<file path="src/rtl/fifo_wr_arb.sv">
// Round-robin arbiter sharing the fifo write port; one bubble cycle per grant, bursts of up to MAX_BURST beats.
// Outputs are combinational from the held grant, and requesters are stalled (req_ready=0) while fifo_full is high.
module fifo_wr_arb #(
    parameter int NUM_REQ    = 3,
    parameter int DATA_WIDTH = 8,
    parameter int MAX_BURST  = 4
) (
    input  logic                          clk,
    input  logic                          rst,
    input  logic [NUM_REQ-1:0]            req_valid,
    input  logic [NUM_REQ*DATA_WIDTH-1:0] req_data,
    output logic [NUM_REQ-1:0]            req_ready,
    input  logic                          fifo_full,
    output logic                          fifo_wr_en,
    output logic [DATA_WIDTH-1:0]         fifo_wr_data,
    output logic                          busy,
    output logic [2:0]                    grant_id
);

    localparam int IW = (NUM_REQ > 1) ? $clog2(NUM_REQ) : 1;
    localparam logic [IW-1:0] LAST_RST = IW'(NUM_REQ - 1);

    typedef enum logic {IDLE = 1'b0, GRANT = 1'b1} state_t;

    state_t        state_q;
    logic [IW-1:0] cur_q;
    logic [IW-1:0] last_q;
    logic [3:0]    beat_q;
    logic [2:0]    gid_q;

    logic [IW-1:0] pick;
    logic          pick_vld;
    int            idx;

    // Scan starts one past the last grant and wraps modulo NUM_REQ.
    always_comb begin
        pick     = '0;
        pick_vld = 1'b0;
        idx      = 0;
        for (int k = 1; k <= NUM_REQ; k++) begin
            idx = (int'(last_q) + k) % NUM_REQ;
            if (!pick_vld && req_valid[idx[IW-1:0]]) begin
                pick_vld = 1'b1;
                pick     = idx[IW-1:0];
            end
        end
    end

    always_comb begin
        req_ready    = '0;
        fifo_wr_en   = 1'b0;
        fifo_wr_data = '0;
        if (state_q == GRANT) begin
            fifo_wr_data = req_data[int'(cur_q)*DATA_WIDTH +: DATA_WIDTH];
            if (rst && !fifo_full) begin
                req_ready[cur_q] = 1'b1;
                fifo_wr_en       = req_valid[cur_q];
            end
        end
    end

    always_ff @(posedge clk) begin
        if (!rst) begin
            state_q <= IDLE;
            cur_q   <= '0;
            last_q  <= LAST_RST;
            beat_q  <= '0;
            gid_q   <= 3'(NUM_REQ - 1);
        end else begin
            case (state_q)
                IDLE: begin
                    if (pick_vld) begin
                        state_q <= GRANT;
                        cur_q   <= pick;
                        gid_q   <= 3'(pick);
                        beat_q  <= '0;
                    end
                end
                GRANT: begin
                    // A full fifo freezes the grant entirely, including the final beat.
                    if (!fifo_full) begin
                        if (req_valid[cur_q]) begin
                            beat_q <= beat_q + 4'd1;
                            if (beat_q + 4'd1 == 4'(MAX_BURST)) begin
                                state_q <= IDLE;
                                last_q  <= cur_q;
                            end
                        end else begin
                            state_q <= IDLE;
                            last_q  <= cur_q;
                        end
                    end
                end
                default: state_q <= IDLE;
            endcase
        end
    end

    assign busy     = (state_q == GRANT);
    assign grant_id = gid_q;

endmodule

</file>
<file path="config.mk">
export PLATFORM = sky130hd
export DESIGN_NAME = fifo_wr_arb
export DESIGN_NICKNAME = d
export VERILOG_FILES = /design/src/rtl/fifo_wr_arb.sv
export SDC_FILE = /design/constraint.sdc
export NUM_CORES = 1
export LEC_CHECK = 0
export CAP_MARGIN = 15
export CORE_MARGIN = 2
export CORE_UTILIZATION = 40
export CTS_CLUSTER_SIZE = 40
export DETAILED_ROUTE_END_ITERATION = 8
export PLACE_DENSITY_LB_ADDON = 0.2
export SLEW_MARGIN = 20
export SYNTH_ARGS = -nofsm -noshare
export SYNTH_HDL_FRONTEND = slang
export SYNTH_SLANG_ARGS = --single-unit
</file>
<file path="constraint.sdc">
create_clock -name clk -period 3 [get_ports clk]
set_input_delay 0.9 -clock clk [delete_from_list [all_inputs] [get_ports clk]]
set_output_delay 0.9 -clock clk [all_outputs]
set_load 0.02 [all_outputs]
</file>
==> results.yml, run 1 <==
yosys:
  yosysSeqAreaShare: 0.205
  syn_area_um2: 977
  syn_nets: 166
  synth_cell_types: 38
  avgSynthCellArea_um2: 7.52
  ys.warnings.count: 0
  syn_inst: 130
  synth-seq-cells: 10
cts:
  clkTransAtPathRegs_ps: 60
  clkSinkCount: 10
  cts_tree: "built"
  htree_levels: 1
  cts_setup_buffers: 0
  cts_made_buffers: 3
  clk_latency_ps: 260
  clock-root-buffer: "clkbuf_4"
  clockBufferDepth: 2
final_layout:
  fin_util: 0.655
  layout_commonest_cell: "clkdlybuf4s50_1"
  diodes: 0
  final_area_um2: 1480
  fin_cells: 208
  final_cell_mix: "32 x clkdlybuf4s50_1, 19 x nor2_1, 17 x a21oi_1"
  finalNetCount: 218
  synthToLayoutAreaGrowth_pct: 51.2
  drive_above_1_share: 0.128
route:
  drt_iter0_markers: 22
  routed_via_density: 5.43
  dr.pass1.iters: 4
  drc_errors: 0
  antenna_left: 0
  num_vias: 1130
  wire_per_inst_um: 14.0
  wl_um: 2910
sta:
  totalNegativeSetupSlack_ps: 0
  rsz0062_at_grt: "no"
  clock_skew_ps: 5.06
  finalSetupViolations: 0
  max_freq_mhz: 343
  finalHoldViolations: 0
  drv_slew: 0
  whs_ps: 479
  setup_slack_ps: 86.3
  period_share: 0.971
  period_needed_ps: 2910
min_path:
  hp-start: "grant_id[1]"
  whs_path_depth: 2
  hold_path_end: "grant_id[1]"
  hold_class: "reg2reg"
critical_path:
  cp-end-kind: "output port"
  reg2regPathDepth: 7
  setup.worst_path.start_class: "input pin"
  critPathSlowestCell: "clkdlybuf4s50_1"
  worst-path-buf-inv: 2
  cp.arrival_ps: 2010
  rr_startpoint: "last_q[0]"
  cp_max_fo: 1
  required_ps: 2100
  max_stage_delay_ps: 460
  regToRegEndpoint: "beat_q[2]"
  critPathKind: "in2out"
  path_cells: "clkdlybuf4s50_1, mux2i_1, nor2_1, a21oi_1, nor2_1, dlygate4sd2_1"
  critPathTopFamily: "buffers and inverters"
  reg2reg_slack_ps: 1080
  crit_path_frequent_cell: "nor2_1"
power:
  finalPower_mw: 0.438
  peakVddDrop_uv: 216
  leakage_nw: 0.633
  power.density_nw_per_um2: 296
floorplanning:
  start_util: 0.433
  fp-row-count: 17
  die_w_um: 53.4
  die_y_um: 53.4
  boundaryPins: 46
  core_um2: 2250
  die_area_um2: 2850
placed_design:
  placed_cells: 205
  post-dp-hpwl_um: 2380
  portBuffers: 44
  place.gp.congestion: 0.786
  dpl_cell_area_um2: 1490
  pre_cts_ws_ps: -326
global_routing:
  antenna_found_initial: 0
  grt_pass1_vias: 1031
  grt_max_degree: 11
  grt_pass1_wl_um: 4640
  grtUsageTotal: 0.220
  overflow: 0
run_status:
  status: "finished clean"
run:
  cap_viol_max_count: 0
-- area by class of cell --
class                   instances  area (um^2)
flip-flops and latches         10          200
inverters                       8         30.0
fillers                       216          777
clock buffers                   3         22.5
repair buffers                 53          475
multi-input cells             106          714
well taps                      28         35.0
-- synth_stat cells --
library cell	instances	area [um^2]
nor2_1	19	71.3
a21oi_1	17	85.1
mux2i_1	11	110
nand2_1	11	41.3
dfxtp_1	10	200
ha_1	6	75.1
inv_1	6	22.5
nand3_1	4	20.0
nor2b_1	4	25.0
nand2b_1	3	18.8
o211ai_1	3	22.5
a21oi_2	2	17.5
a31oi_1	2	12.5
and3_1	2	12.5
buf_2	2	10.0
buf_4	2	15.0
clkbuf_1	2	7.51
clkinv_1	2	7.51
nor3_1	2	10.0
o31ai_1	2	15.0
a211o_1	1	8.76
a211oi_1	1	7.51
a211oi_2	1	12.5
a22o_1	1	8.76
a2bb2oi_4	1	26.3
a311oi_1	1	8.76
and2b_1	1	7.51
conb_1	1	3.75
nand3b_1	1	7.51
nand4_1	1	6.26
nor3b_1	1	7.51
o21a_1	1	7.51
o22a_1	1	8.76
o311ai_4	1	26.3
o32ai_1	1	8.76
o41ai_1	1	8.76
or2_2	1	6.26
or3_1	1	6.26
-- power by group --
part / switching (mW) / internal, mW
sequential: 0.0111 / 0.140
clock: 0.0429 / 0.0462
combinational: 0.0967 / 0.101
-- routing by layer --
layer  part of all wire  wire length (um)  track usage  up-vias
met2               0.48              1400        0.370       46
met1               0.41              1200        0.271      515
met4             0.0076                22       0.0726        0
met3              0.098               285       0.0537        4
li1                   -                 -            -      565
met5                  0                 0            0        -
-- cells by family (layout without fill, tap and decap cells) --
| logic type | after synthesis | after routing | share of synthesized area |
|---|---|---|---|
| AND/OR/NAND/NOR | 51 | 51 | 0.246 |
| AO/OA/AOI/OAI | 37 | 37 | 0.292 |
| buffers and inverters | 14 | 64 | 0.0640 |
| multiplexers | 11 | 11 | 0.113 |
| flip-flops | 10 | 10 | 0.205 |
| adder cells (fa/ha/maj) | 6 | 6 | 0.0768 |
| other | 1 | 1 | 0.00384 |
-- state kept, by name (all words and copies together) (netlist names) --
name      count
beat_q        4
cur_q         2
last_q        2
busy          1
grant_id      1
-- worst reg2reg max path: cells and delay by family (launching register included) --
kind	cells	cell delay (ps)
AO/OA/AOI/OAI	5	1110
adder cells (fa/ha/maj)	1	260
buffers and inverters	1	90
flip-flops	1	380
-- how the worst max path moves through the flow --
stage	end	depth (start not counted)	slack, ps	from
after floorplan	req_ready[1]	3	330	fifo_full
after global placement	req_ready[1]	5	-340	fifo_full
after detailed placement	req_ready[1]	5	-330	fifo_full
after CTS	req_ready[1]	5	10	fifo_full
after global routing	fifo_wr_data[2]	6	7	req_data[10]
final	fifo_wr_data[0]	6	90	req_data[8]
-- what timing repair did --
| action | CTS | global route |
|---|---|---|
| resized for setup | 20 | 8 |
| setup endpoints to repair | 12 | 5 |
| hold buffers | 0 | 0 |
(Power assumes the default switching activity.)
==> run 2, diff against run 1 <==
RECOVER_POWER = 50   (was default)
clock period = 3.1 ns   (was 3 ns; I/O delays follow)
==> run 2 against run 1 <==
Compared with the run above:
- critical path depth unchanged
- critical path type unchanged
- core utilization decreased by 1.9 points
- total power increased by 1.4%
- via count increased by 0.18%
- routed wire length decreased by 0.38%
- clock power increased by 32%
- highest routed layer unchanged
- largest power group unchanged
- global-route usage increased by 0.16 points
- count of clock-buffer cells in the layout increased by 1
- worst hold slack improved by 15 ps
- worst setup slack improved by 16 ps
- clock skew about the same
- sequential share of layout area increased by 0.40 points
==> results.yml, run 2 (synthesis results as in run 1) <==
global_routing:
  use_met3: 0.0508
  grtUsageMet2: 0.385
  grt_max_degree: 16
  grt_pass1_wl_um: 4700
  overflow: 0
  grt.busiest_layer: "met2"
  antenna_found_initial: 0
  grtUsageMet1: 0.262
  grt_pass1_vias: 1071
  grtUsageTotal: 0.222
power:
  p_int_mw: 0.296
  peakVddDrop_uv: 244
  p_seq_frac: 0.326
  power.share.combinational: 0.408
  leakage_nw: 0.619
  switching_share: 0.333
  power.density_nw_per_um2: 309
  p_switching_mw: 0.148
  pwr-share-clk: 0.266
final_layout:
  finalNetCount: 216
  diodes: 0
  multiInputGateArea_um2: 682
  n_fill_cell: 203
  drive_above_1_share: 0.101
  final_area_um2: 1440
  regArea_um2: 200
  largest-register: "beat_q"
  reg_top3: "beat_q (4), cur_q (2), last_q (2)"
  layout_commonest_cell: "clkdlybuf4s50_1"
  final_cell_mix: "29 x clkdlybuf4s50_1, 19 x nor2_1, 18 x a21oi_1"
  synthToLayoutAreaGrowth_pct: 46.9
  largest_register_ffs: 4
critical_path:
  regToRegEndpoint: "last_q[0]"
  setup.worst_path.start_class: "input pin"
  cp.arrival_ps: 2070
  required_ps: 2170
  reg2reg_slack_ps: 910
  reg2regPathDepth: 6
  cp_max_fo: 1
  critPathKind: "in2out"
  cp-end-kind: "output port"
  rr_startpoint: "beat_q[0]"
sta:
  worstMarginPinSlew_ps: 1060
  rsz0062_at_grt: "no"
  max_freq_mhz: 334
  drv_slew: 0
  whs_ps: 495
  clock_skew_ps: 5.09
  worst_slew_margin_rel: 0.282
  period_share: 0.967
  period_needed_ps: 3000
  finalHoldViolations: 0
  finalSetupViolations: 0
floorplanning:
  start_util: 0.433
  boundaryPins: 46
  die_area_um2: 2850
  die_w_um: 53.4
  die_y_um: 53.4
  fp-row-count: 17
  core_um2: 2250
route:
  drt_iter0_markers: 30
  wire_per_inst_um: 14.0
  num_vias: 1132
  drc_errors: 0
  dr.pass1.iters: 4
  wl_um: 2890
  routed_via_density: 5.47
  antenna_left: 0
min_path:
  hold_class: "reg2reg"
  whs_path_depth: 2
  hp-start: "grant_id[1]"
  hold_path_end: "grant_id[1]"
cts:
  cts_setup_buffers: 0
  clock-root-buffer: "clkbuf_4"
  clockBufferDepth: 2
  clkTransAtPathRegs_ps: 60
  cts_tree: "built"
  clk_latency_ps: 270
  clkSinkCount: 10
  htree_levels: 1
  cts_hold_buf: 0
  cts_made_buffers: 3
placed_design:
  post-dp-hpwl_um: 2300
  dpl_cell_area_um2: 1470
  portBuffers: 44
  place.gp.congestion: 0.883
run_status:
  status: "finished clean"
run:
  cap_viol_max_count: 0
[run 2: metrics by stage]
step | utilization | std cells | setup TNS, ps | power [mW] | setup slack [ps]
floorplan | - | 130 | 0 | 0.254 | 375
global placement | 0.653 | 203 | -2090 | 0.342 | -309
detailed placement | 0.653 | 203 | -2380 | 0.346 | -317
CTS | 0.665 | 207 | 0 | 0.455 | 11.8
global route | 0.637 | 207 | 0 | 0.470 | 12.7
finish | 0.637 | 207 | 0 | 0.444 | 102
[run 2: how the worst max path moves through the flow]
stage / start / end
5_1_grt: req_data[15] / fifo_wr_data[7]
4_1_cts: req_valid[1] / fifo_wr_en
6_report: req_data[6] / fifo_wr_data[6]
2_1_floorplan: fifo_full / req_ready[1]
3_3_place_gp: fifo_full / req_ready[1]
3_5_place_dp: fifo_full / req_ready[1]
[run 2: cell type report]
| cell class | count | area share |
|---|---|---|
| Tap cell | 28 | 0.0244 |
| Timing Repair Buffer | 51 | 0.315 |
| Sequential cell | 10 | 0.139 |
| Inverter | 8 | 0.0209 |
| Multi-Input combinational cell | 106 | 0.475 |
| Clock buffer | 4 | 0.0253 |
[run 2: power groups by stage]
| stage | registers (mW) | logic (mW) | clock network [mW] |
|---|---|---|---|
| 4_1_cts | 0.145 | 0.191 | 0.119 |
| 6_report | 0.145 | 0.181 | 0.118 |
| 3_3_place_gp | 0.148 | 0.194 | 0 |
| 3_5_place_dp | 0.148 | 0.198 | 0 |
| 5_1_grt | 0.146 | 0.197 | 0.126 |
| 2_1_floorplan | 0.148 | 0.106 | 0 |
[run 2: routing by layer]
layer / up-vias / routed length, um
met3: 5 / 312
met1: 513 / 1190
met2: 49 / 1360
met5: - / 0
met4: 0 / 32
li1: 565 / -
[run 2: repair_timing]
item,CTS,global route
hold endpoints to repair,0,0
gates resized for setup,18,8
setup endpoints to repair,12,5
[run 2: critical path, cell delays in order]
cell and delay [ps]:
clkdlybuf4s50_1 470, mux2i_1 60, nor2_1 110, a21oi_1 50, nor2_1 100, dlygate4sd2_1 340
==> run 3, diff against run 2 <==
CORE_ASPECT_RATIO = 1.4   (was default)
==> run 3 against run 2 <==
Compared with the run above:
- critical path depth shrank 1
- global-route usage shrank 0.93 points
- combinational power is essentially flat
- worst hold slack lost 27 ps
- total power is essentially flat
- clock skew shrank 0.92 ps
- clock power is essentially flat
- via count shrank 1.5%
- highest routed layer unchanged
==> results.yml, run 3 (synthesis results as in run 1) <==
critical_path:
  critPathSlowestCell: "clkdlybuf4s50_1"
  reg2reg_slack_ps: 1020
  reg2regPathDepth: 6
  cp-endpoint: "req_ready[1]"
  path_cells: "clkdlybuf4s50_1, and2b_1, nand2_1, nor3b_1, clkdlybuf4s15_2"
  cp.arrival_ps: 2120
  cp-end-kind: "output port"
  rr_startpoint: "busy"
  max_stage_delay_ps: 410
  crit_path_start: "fifo_full"
  cp.depth: 5
  cp_max_fo: 3
  required_ps: 2170
  regToRegEndpoint: "last_q[0]"
  setup.worst_path.start_class: "input pin"
  critPathKind: "in2out"
  worst-path-buf-inv: 2
  critPathTopFamily: "buffers and inverters"
power:
  power.density_nw_per_um2: 306
  p_int_mw: 0.297
  peakVddDrop_uv: 216
  p_seq_frac: 0.323
  power.share.combinational: 0.412
  p_switching_mw: 0.147
  pwr-share-clk: 0.265
  leakage_nw: 0.627
  switching_share: 0.331
global_routing:
  grtUsageTotal: 0.213
  use_met3: 0.0202
  grt_pass1_vias: 1123
  overflow: 0
  antenna_found_initial: 0
  grtUsageMet1: 0.240
  grtUsageMet2: 0.387
  grt_pass1_wl_um: 4750
  grt.busiest_layer: "met2"
  grt_max_degree: 16
route:
  antenna_left: 0
  dr.pass1.iters: 4
  num_vias: 1115
  drt_iter0_markers: 24
  wire_per_inst_um: 13.6
  wl_um: 2750
  routed_via_density: 5.49
  drc_errors: 0
final_layout:
  synthToLayoutAreaGrowth_pct: 48.4
  largest-register: "beat_q"
  n_fill_cell: 232
  reg_top3: "beat_q (4), cur_q (2), last_q (2)"
  drive_above_1_share: 0.106
  regArea_um2: 200
  diodes: 0
  fin_util: 0.613
  largest_register_ffs: 4
  multiInputGateArea_um2: 686
  layout_commonest_cell: "clkdlybuf4s50_1"
  final_cell_mix: "28 x clkdlybuf4s50_1, 19 x nor2_1, 17 x a21oi_1"
  finalNetCount: 217
  fin_cells: 203
floorplanning:
  die_area_um2: 2860
  core_um2: 2360
  start_util: 0.413
  fp-row-count: 21
  boundaryPins: 46
  die_w_um: 45.8
  die_y_um: 62.5
sta:
  finalSetupViolations: 0
  finalHoldViolations: 0
  drv_slew: 0
  worstMarginPinSlew_ps: 923
  whs_ps: 467
  worst_slew_margin_rel: 0.377
  period_share: 0.982
  rsz0062_at_grt: "no"
  period_needed_ps: 3050
  max_freq_mhz: 328
  clock_skew_ps: 4.17
cts:
  cts_tree: "built"
  cts_hold_buf: 0
  clk_latency_ps: 260
  htree_levels: 1
  clockBufferDepth: 2
  cts_setup_buffers: 0
  clock-root-buffer: "clkbuf_4"
  clkSinkCount: 10
  cts_made_buffers: 3
  clkTransAtPathRegs_ps: 60
placed_design:
  portBuffers: 44
  place.gp.congestion: 0.861
  post-dp-hpwl_um: 2260
  placed_cells: 199
min_path:
  hp-start: "grant_id[1]"
  hold_class: "reg2reg"
run:
  cap_viol_max_count: 0
run_status:
  status: "finished clean"
[run 3: cell count changes in the layout (fill, tap and decap cells not counted), sizes merged]
cell,delta
clkbuf,-1
clkdlybuf4s15,+1
clkdlybuf4s50,-1
dlygate4sd2,+1
dlygate4sd3,+1
[run 3: through the flow]
| step | setup TNS [ps] | cell area (um^2) | setup WS, ps | power [mW] |
|---|---|---|---|---|
| finish | 0 | 1450 | 54.5 | 0.443 |
| global route | 0 | 1450 | 5.26 | 0.472 |
| CTS | 0 | 1500 | 17.5 | 0.457 |
| detailed placement | -2340 | 1470 | -300 | 0.347 |
| global placement | -2090 | 1470 | -302 | 0.344 |
| floorplan | 0 | 977 | 375 | 0.254 |
[run 3: worst register-to-register path, stage by stage, from the launching register on]
cell and delay, ps:
dfxtp_1 440, and2b_1 180, clkbuf_1 170, nand2_1 80, o311ai_0 800, mux2i_1 260
nor2_1 50
[run 3: how the worst min path moves through the flow]
stage / end / slack, ps / cells past startpoint
final: grant_id[1] / 470 / 2
after global routing: grant_id[1] / 530 / 2
after global placement: grant_id[1] / 460 / 2
after detailed placement: grant_id[1] / 460 / 2
after CTS: grant_id[1] / 480 / 2
after floorplan: beat_q[2] / 470 / 2
[run 3: cell type report]
class                      count  area share
sequential                    10       0.138
clock buffer                   4      0.0250
timing repair buffer          52       0.324
tap                           23      0.0198
multi-input combinational    106       0.473
inverter                       8      0.0207
[run 3: timing repair]
item	in CTS	in global routing
gates cloned	0	0
endpoints found under the hold margin	0	0
gates resized for setup	18	5
endpoints found under the setup margin	12	3
[run 3: power groups by stage]
stage                     logic [mW]  registers (mW)  clock network (mW)
after floorplan                0.106           0.148                   0
after global placement         0.197           0.147                   0
after detailed placement       0.200           0.147                   0
after CTS                      0.192           0.144               0.121
after global routing           0.200           0.145               0.128
final                          0.183           0.143               0.118
[run 3: routing by layer]
| metal | part of all wire | vias up | routed length (um) |
|---|---|---|---|
| li1 | - | 564 | - |
| met1 | 0.40 | 512 | 1090 |
| met2 | 0.54 | 32 | 1470 |
| met3 | 0.051 | 7 | 141 |
| met4 | 0.017 | 0 | 46 |
| met5 | 0 | - | 0 |
